`config.mk`:
```
export PLATFORM = sky130hd
export DESIGN_NAME = srl_lfsr16
export DESIGN_NICKNAME = d
export VERILOG_FILES = /design/src/rtl/srl_test_pkg.sv /design/src/rtl/srl_lfsr16.sv
export SDC_FILE = /design/constraint.sdc
export NUM_CORES = 1
export LEC_CHECK = 0
export CAP_MARGIN = 15
export CORE_ASPECT_RATIO = 0.9
export CORE_UTILIZATION = 35
export DETAILED_ROUTE_END_ITERATION = 10
export GPL_TIMING_DRIVEN = 0
export PLACE_DENSITY_LB_ADDON = 0.2
export SYNTH_ARGS = -nofsm -noshare
export SYNTH_HDL_FRONTEND = slang
export SYNTH_SLANG_ARGS = --single-unit
```
`constraint.sdc`:
```
create_clock -name clk -period 3.05 [get_ports clk]
set_input_delay 0.305 -clock clk [delete_from_list [all_inputs] [get_ports clk]]
set_output_delay 0.305 -clock clk [all_outputs]
set_load 0.005 [all_outputs]
```
`src/rtl/srl_test_pkg.sv`:
```
// Shared definitions for the SRL16 test generator and checker: LFSR taps, seed, FSM states.
// Both ends use lfsr_next so the regenerated stream cannot drift from the driven one.
package srl_test_pkg;

    localparam int                LFSR_W       = 16;
    // Feedback taps at bits 15, 13, 12 and 10
    localparam logic [LFSR_W-1:0] TAP_MASK     = 16'hB400;
    localparam logic [LFSR_W-1:0] DEFAULT_SEED = 16'hACE1;

    typedef enum logic [1:0] {
        IDLE  = 2'd0,
        WAIT  = 2'd1,
        CHECK = 2'd2,
        DONE  = 2'd3
    } chk_state_e;

    function automatic logic [LFSR_W-1:0] lfsr_next(input logic [LFSR_W-1:0] s);
        return {s[LFSR_W-2:0], ^(s & TAP_MASK)};
    endfunction

endpackage

```
`src/rtl/srl_lfsr16.sv`:
```
// 16-bit Fibonacci LFSR with synchronous load; the generator side instantiates the same module.
module srl_lfsr16
    import srl_test_pkg::*;
#(
    parameter logic [LFSR_W-1:0] SEED = DEFAULT_SEED
) (
    input  logic              clk,
    input  logic              rst_n,
    input  logic              en,
    input  logic              load,
    input  logic [LFSR_W-1:0] seed,
    output logic [LFSR_W-1:0] state
);

    always_ff @(posedge clk or negedge rst_n) begin
        if (!rst_n) begin
            state <= SEED;
        end else if (load) begin
            state <= seed;
        end else if (en) begin
            state <= lfsr_next(state);
        end
    end

endmodule

```
After elaboration in Yosys (flattened, before gate mapping)
Index checks and enable logic that the tools add are counted.
- muxes and demuxes: 2
- reduce and logical (&&, ||, !) cells: 2
- operators with widths (operator ; number):
    16-bit 2-to-1 mux ; 2
    16-bit XOR reduction ; 1
    2-bit nonzero test ; 1
- bits in registers: 16
- bits of input ports: 20
- output and inout bits: 16
- logic and storage cells: 5

Logic depth before layout (Yosys ltp)
Gate-level depths: netlist of run 1.
- depth in word-level cells: 3
- mapped depth: 5
- gate-level depth less buffers: 3

Worst setup path after synthesis of run 1
Ideal clock, no wire load.
- path type: reg-to-reg
- start: register state[10]
- end: register state[0]
- arrival: 0.910 ns
- slack: 2.059 ns
- cell stages (with the launch flop): 4
- path buffers: 0
- period minus slack after synthesis: 0.991 ns
- cells stage by stage: dfstp_2 > xor2_1 > xnor2_1 > o21ai_1
- longest elaborated chain between the ends: 3
- ends and longest elaborated chain (what ; line ; text):
    from (decl) ; srl_lfsr16.sv:12 ; output logic [LFSR_W-1:0] state
    from (signal assigned) ; srl_lfsr16.sv:21 ; state <= lfsr_next(state);
    16-bit XOR reduction ; srl_test_pkg.sv:18 ; return {s[LFSR_W-2:0], ^(s & TAP_MASK)};
    16-bit 2-to-1 mux ; srl_lfsr16.sv:20 ; end else if (en) begin
    16-bit 2-to-1 mux ; srl_lfsr16.sv:18 ; end else if (load) begin
Every way passes these cells. The select of a mux whose other input is x is not followed.
A chain may end at the register's enable or synchronous reset.

Worst setup path after layout of run 1
- start: register state[10]
- end: output port state[10]
No word-level cell between the ends.

==> results.py, run 1 <==
metrics = {
    "setup_path": {
        "regToRegSetupSlack_ns": 2.01,
        "timing.reg2reg.worst_path_depth": 3,
        "crit_buf_inv": 1,
        "start_kind": "flip-flop",
        "path_cells": "clkdlybuf4s50_1",
        "critPathMaxFanout": 4,
        "cp_data_arrival_time_ns": 1.38,
        "setup.worst_path.end_class": "output port",
        "cp_num_cells": 1,
        "cp_data_required_time_ns": 2.74,
        "slowest_delay_ns": 0.58,
        "slowest_cp_cell": "sky130_fd_sc_hd__dfstp_2",
        "timing.setup.critical_path_class": "flip-flop to output port",
        "kind_of_cell_adding_the_most_delay_to_the_critical_path": "flip-flops",
    },
    "flow_run": {
        "maxCapViolations": 0,
    },
    "yosys": {
        "post_synth_instance_area_um2": 792.0,
        "synth.distinct_cells": 15,
        "synthesis.instances": 73,
        "syn_avg_cell_area_um2": 10.85,
        "seq_area_frac_synth_pct": 51.82,
        "ffs_latches_synth": 16,
        "postSynthNetCount": 93,
        "synthesis.yosys.warnings": 0,
    },
    "die": {
        "fp.coreArea_mm2": 0.002027,
        "die_x_um": 52.14,
        "die-area_mm2": 0.002457,
        "num_rows": 15,
        "io_pins": 36,
        "die_height_um": 47.13,
        "initial_utilization_pct": 39.07,
    },
    "route": {
        "totalWireLength_um": 1872,
        "detail_route.wl_per_cell_um": 13.76,
        "post-route-drc-count": 0,
        "first_iter_violations": 12,
        "dr_total_vias": 661,
        "average_via_count_per_standard_cell": 4.860,
        "iteration_count_of_the_initial_detailed_routing_pass": 4,
        "ant_nets_after_route": 0,
    },
    "clocking": {
        "clkSlewWorstSetupHoldPaths_ns": 0.10,
        "post_cts_resize_count": 0,
        "clockRootBuffer": "sky130_fd_sc_hd__clkbuf_4",
        "cts_num_sinks": 16,
        "htree_levels": 1,
        "clkLatencyLatePin_ns": 0.29,
        "cts_made_buffers": 3,
        "setup_fix_bufs_post_cts": 0,
        "post_cts_hold_buffer_count": 0,
        "cts.path.max_buffers": 2,
        "cts_tree": "yes",
    },
    "run_status": {
        "status": "finished, final reports clean",
    },
    "place": {
        "place_hpwl_um": 1323,
        "dpl_worst_slack_ns": 1.481,
        "place_area_mm2": 0.001164,
        "port_buffers": 34,
        "gpl.final_weighted_congestion": 0.6515,
    },
    "final_layout": {
        "registers.top_by_ff_count": "state",
        "final_layout_size_suffix_gt1_share_pct": 15.32,
        "final_nets": 132,
        "top_regs": "state: 16 flops",
        "antenna_cells_inserted": 0,
        "flow.area_growth_from_synthesis_pct": 51.50,
        "flip_flop_count_of_the_largest_register_after_layout": 16,
        "cell_area_after_layout_mm2": 0.001200,
    },
    "min_path": {
        "count_of_cells_along_the_worst_hold_path": 3,
        "holdCritPathClass": "input pin to flip-flop",
    },
    "timing": {
        "whs_ns": 0.2682,
        "worst-slew-pin-transition_ns": 0.7115,
        "finalWorstSetupSlack_ns": 1.370,
        "report.final.hold_viol_count": 0,
        "skew_ns": 0.001941,
        "period_needed_ns": 1.680,
        "maxClockFrequency_mhz": 595.2,
        "setup_total_negative_slack_ns": 0,
        "finalMaxSlewViolations": 0,
        "setup_repair_after_global_routing_missed_its_margin": "false",
        "min_period_over_period_pct": 55.08,
        "slew_headroom_pct": 52.42,
        "report.final.setup_viol": 0,
    },
    "power_and_ir_drop": {
        "leakage_nw": 0.5178,
        "irDropWorstVdd_mv": 0.2964,
        "power.density_mw_per_mm2": 457.3,
    },
    "global_route": {
        "grt_first_pass_wirelength_um": 3042,
        "grt_residual_overflow": 0,
        "gr-usage-all-layers_pct": 17.57,
        "grt_pass1_vias": 665,
        "grt_start_max_net_pins": 17,
        "antenna_found_initial": 0,
    },
}
-- synthesized netlist by cell type (all sizes together) --
cell	count	area share (%)
a21oi	1	0.63
buf	4	5.2
clkbuf	1	0.47
dfrtp	8	25
dfstp	8	27
mux2i	15	19
nand2	15	7.1
nand2b	1	0.79
nor3b	1	1.6
o21ai	16	10
xnor2	1	1.1
xor2	2	2.2
-- kinds of logic after synthesis --
| logic type | Yosys count | share of synthesized area, % |
|---|---|---|
| buffers and inverters | 5 | 5.687 |
| xor gates and xnor gates | 3 | 3.318 |
| AOI/OAI and AO/OA | 17 | 10.74 |
| and+or+nand+nor | 17 | 9.478 |
| DFF | 16 | 51.82 |
| muxes | 15 | 18.96 |
-- stage by stage --
stage	util, %	power (mW)	cells
detailed placement	57.41	0.4104	132
floorplan	-	0.3230	73
finish	59.20	0.5487	136
global placement	57.41	0.4071	132
global route	59.20	0.5791	136
CTS	59.20	0.5541	136
-- layout make-up --
type	instances	area, um2
repair buffers	34	340.3
fillers	202	827.0
clock buffers	4	36.28
multi-input cells	52	336.6
well taps	25	31.28
flip-flops and latches	16	410.4
plain buffers	5	45.04
-- path summary, 6_finish.rpt --
check                           from   endpoint
max in group asynchronous      rst_n  state[14]
min                               en   state[0]
min in group asynchronous      rst_n   state[9]
max reg2reg                state[10]   state[0]
min reg2reg                 state[7]   state[7]
max                        state[10]  state[10]
-- cell usage in the layout (no fill, tap or decap) --
cell type / count
sky130_fd_sc_hd__a21oi_1: 1
sky130_fd_sc_hd__buf_12: 1
sky130_fd_sc_hd__buf_2: 2
sky130_fd_sc_hd__buf_6: 1
sky130_fd_sc_hd__clkbuf_1: 1
sky130_fd_sc_hd__clkbuf_4: 3
sky130_fd_sc_hd__clkbuf_8: 1
sky130_fd_sc_hd__clkdlybuf4s50_1: 34
sky130_fd_sc_hd__dfrtp_1: 8
sky130_fd_sc_hd__dfstp_2: 8
sky130_fd_sc_hd__mux2i_1: 15
sky130_fd_sc_hd__nand2_1: 15
sky130_fd_sc_hd__nand2b_1: 1
sky130_fd_sc_hd__nor3b_2: 1
sky130_fd_sc_hd__o21ai_0: 6
sky130_fd_sc_hd__o21ai_1: 10
sky130_fd_sc_hd__xnor2_1: 1
sky130_fd_sc_hd__xor2_1: 2
-- layer usage --
| metal | routed length (um) | global-route usage, % |
|---|---|---|
| met5 | 0 | 0 |
| met4 | 19 | 6.316 |
| met3 | 95 | 2.913 |
| met2 | 902 | 29.74 |
| met1 | 856 | 23.14 |
-- report_power, final --
part           internal, mW  switching, mW  leakage (nW)
registers             0.244         0.0210         0.181
clock network        0.0727         0.0704        0.0210
logic                0.0906         0.0495         0.316
total                 0.408          0.141         0.518
Power figures use the tool's default switching activity.
==> inputs of run 2 (changes only) <==
==> constraint.sdc (replaced) <==
create_clock -name clk -period 1.7 [get_ports clk]
set_input_delay 0.17 -clock clk [delete_from_list [all_inputs] [get_ports clk]]
set_output_delay 0.17 -clock clk [all_outputs]
set_load 0.005 [all_outputs]
==> results of run 2 <==
The final DEF is identical to that of run 1. Status: finished, final reports clean.
Among the figures that moved: setup slack after placement 1.481 ns -> 0.2659 ns; setup slack after layout 1.370 ns -> 0.1549 ns; hold slack 0.2682 ns -> 0.1332 ns; register-to-register setup slack 2.01 ns -> 0.66 ns; total power 0.5487 mW -> 0.9844 mW; worst IR drop on VDD 0.2964 mV -> 0.5317 mV
==> inputs of run 3 (changes only) <==
--- a/config.mk
+++ b/config.mk
@@ -8,9 +8,12 @@
 export CAP_MARGIN = 15
 export CORE_ASPECT_RATIO = 0.9
 export CORE_UTILIZATION = 35
+export CTS_CLUSTER_DIAMETER = 30
 export DETAILED_ROUTE_END_ITERATION = 10
+export GPL_ROUTABILITY_DRIVEN = 1
 export GPL_TIMING_DRIVEN = 0
 export PLACE_DENSITY_LB_ADDON = 0.2
+export RECOVER_POWER = 25
 export SYNTH_ARGS = -nofsm -noshare
 export SYNTH_HDL_FRONTEND = slang
 export SYNTH_SLANG_ARGS = --single-unit
==> results.py, run 3 (synthesized netlist as in run 1, its figures left out) <==
metrics = {
    "route": {
        "detail_route.wl_per_cell_um": 13.76,
        "ant_nets_after_route": 0,
        "iteration_count_of_the_initial_detailed_routing_pass": 4,
        "first_iter_violations": 12,
        "dr_total_vias": 661,
        "totalWireLength_um": 1872,
        "post-route-drc-count": 0,
        "average_via_count_per_standard_cell": 4.860,
    },
    "die": {
        "die_x_um": 52.14,
        "io_pins": 36,
        "initial_utilization_pct": 39.07,
        "die-area_mm2": 0.002457,
        "die_height_um": 47.13,
        "num_rows": 15,
        "fp.coreArea_mm2": 0.002027,
    },
    "final_layout": {
        "final_nets": 132,
        "cell_area_after_layout_mm2": 0.001200,
        "highest_count_cells_in_the_layout_ignoring_fill_and_taps": "sky130_fd_sc_hd__clkdlybuf4s50_1 (33), sky130_fd_sc_hd__mux2i_1 (15), sky130_fd_sc_hd__nand2_1 (15), sky130_fd_sc_hd__o21ai_1 (10)",
        "area.sequential_um2": 410.4,
        "final_layout_size_suffix_gt1_share_pct": 15.32,
        "flip_flop_count_of_the_largest_register_after_layout": 16,
        "layoutNonFillerInstCount": 136,
        "top_regs": "state: 16 flops",
        "multiInputGateArea_um2": 336.6,
        "antenna_cells_inserted": 0,
        "filler_cell_count": 202,
        "registers.top_by_ff_count": "state",
        "flow.area_growth_from_synthesis_pct": 51.50,
        "final_common_cell": "sky130_fd_sc_hd__clkdlybuf4s50_1",
    },
    "run_status": {
        "status": "finished, final reports clean",
    },
    "timing": {
        "report.final.hold_viol_count": 0,
        "maxClockFrequency_mhz": 647.2,
        "period_needed_ns": 1.545,
        "slew_headroom_pct": 51.94,
        "finalMaxSlewViolations": 0,
        "setup_repair_after_global_routing_missed_its_margin": "false",
        "setup_total_negative_slack_ns": 0,
        "skew_ns": 0.001941,
        "min_period_over_period_pct": 90.89,
        "finalWorstSetupSlack_ns": 0.1549,
        "report.final.setup_viol": 0,
        "worst-slew-pin-transition_ns": 0.7186,
    },
    "setup_path": {
        "path_cells": "clkdlybuf4s50_1",
        "cp_data_required_time_ns": 1.53,
        "slowest_delay_ns": 0.58,
        "slowest_cp_cell": "sky130_fd_sc_hd__dfstp_2",
        "setup.worst_path.end_class": "output port",
        "kind_of_cell_adding_the_most_delay_to_the_critical_path": "flip-flops",
        "critPathMaxFanout": 4,
        "cp_num_cells": 1,
        "cp_data_arrival_time_ns": 1.38,
        "worstSetupEndpoint": "state[10]",
        "start_kind": "flip-flop",
        "timing.setup.critical_path_class": "flip-flop to output port",
        "regToRegSetupSlack_ns": 0.66,
        "timing.rr.start": "state[10]",
        "timing.rr.end": "state[0]",
        "timing.reg2reg.worst_path_depth": 3,
        "crit_buf_inv": 1,
        "setup.worst_path.start": "state[10]",
    },
    "power_and_ir_drop": {
        "leakage_nw": 0.5181,
        "irDropWorstVdd_mv": 0.5316,
        "power.density_mw_per_mm2": 820.0,
    },
    "clocking": {
        "cts_num_sinks": 16,
        "htree_levels": 1,
        "clockRootBuffer": "sky130_fd_sc_hd__clkbuf_4",
        "cts.path.max_buffers": 2,
        "cts_made_buffers": 3,
        "clkSlewWorstSetupHoldPaths_ns": 0.10,
        "clkLatencyLatePin_ns": 0.29,
        "setup_fix_bufs_post_cts": 0,
        "cts_tree": "yes",
        "post_cts_resize_count": 0,
        "post_cts_hold_buffer_count": 0,
    },
    "global_route": {
        "antenna_found_initial": 0,
        "grt_first_pass_wirelength_um": 3042,
        "grt_start_max_net_pins": 17,
        "grt_pass1_vias": 665,
        "gr-usage-all-layers_pct": 17.57,
        "grt_residual_overflow": 0,
    },
    "place": {
        "gpl.final_weighted_congestion": 0.6515,
        "place_area_mm2": 0.001164,
        "place_hpwl_um": 1323,
        "place.detailed.instances": 132,
        "dpl_worst_slack_ns": 0.2659,
        "port_buffers": 34,
    },
    "min_path": {
        "holdCritPathClass": "input pin to flip-flop",
    },
    "flow_run": {
        "maxCapViolations": 0,
    },
}
[run 3: final cells by class]
type	instances	area share (%)
Sequential cell	16	34.20
Timing Repair Buffer	34	28.36
Multi-Input combinational cell	52	28.05
Buffer	5	3.754
Clock buffer	4	3.024
Tap cell	25	2.607
[run 3: through the flow]
step	hold slack [ns]	utilization, %	total power, mW
floorplan	-0.1256	-	0.5795
global placement	0.4344	57.41	0.7303
detailed placement	0.4447	57.41	0.7363
CTS	0.1281	59.20	0.9940
global route	0.1477	59.20	1.038
finish	0.1332	59.20	0.9840
[run 3: report_power, final]
group,internal (mW),leakage (nW),switching [mW]
logic,0.162,0.316,0.0887
registers,0.439,0.181,0.0377
clock network,0.130,0.0210,0.126
[run 3: per-layer routing]
layer | part of all wire (%) | vias up | track usage, % | wire, um
li1 | - | 325 | - | -
met1 | 46 | 312 | 23.14 | 855
met2 | 48 | 22 | 29.74 | 902
met3 | 5.1 | 2 | 2.913 | 95
met4 | 1.0 | 0 | 6.316 | 19
met5 | 0 | - | 0 | 0
[run 3: how the worst min path moves through the flow]
stage / end / depth (start not counted) / startpoint / slack (ns)
after floorplan: state[12] / 0 / rst_n / -0.13
after global placement: state[0] / 3 / en / 0.43
after detailed placement: state[0] / 3 / en / 0.44
after CTS: state[0] / 3 / en / 0.13
after global routing: state[0] / 3 / en / 0.15
final: state[0] / 3 / en / 0.13
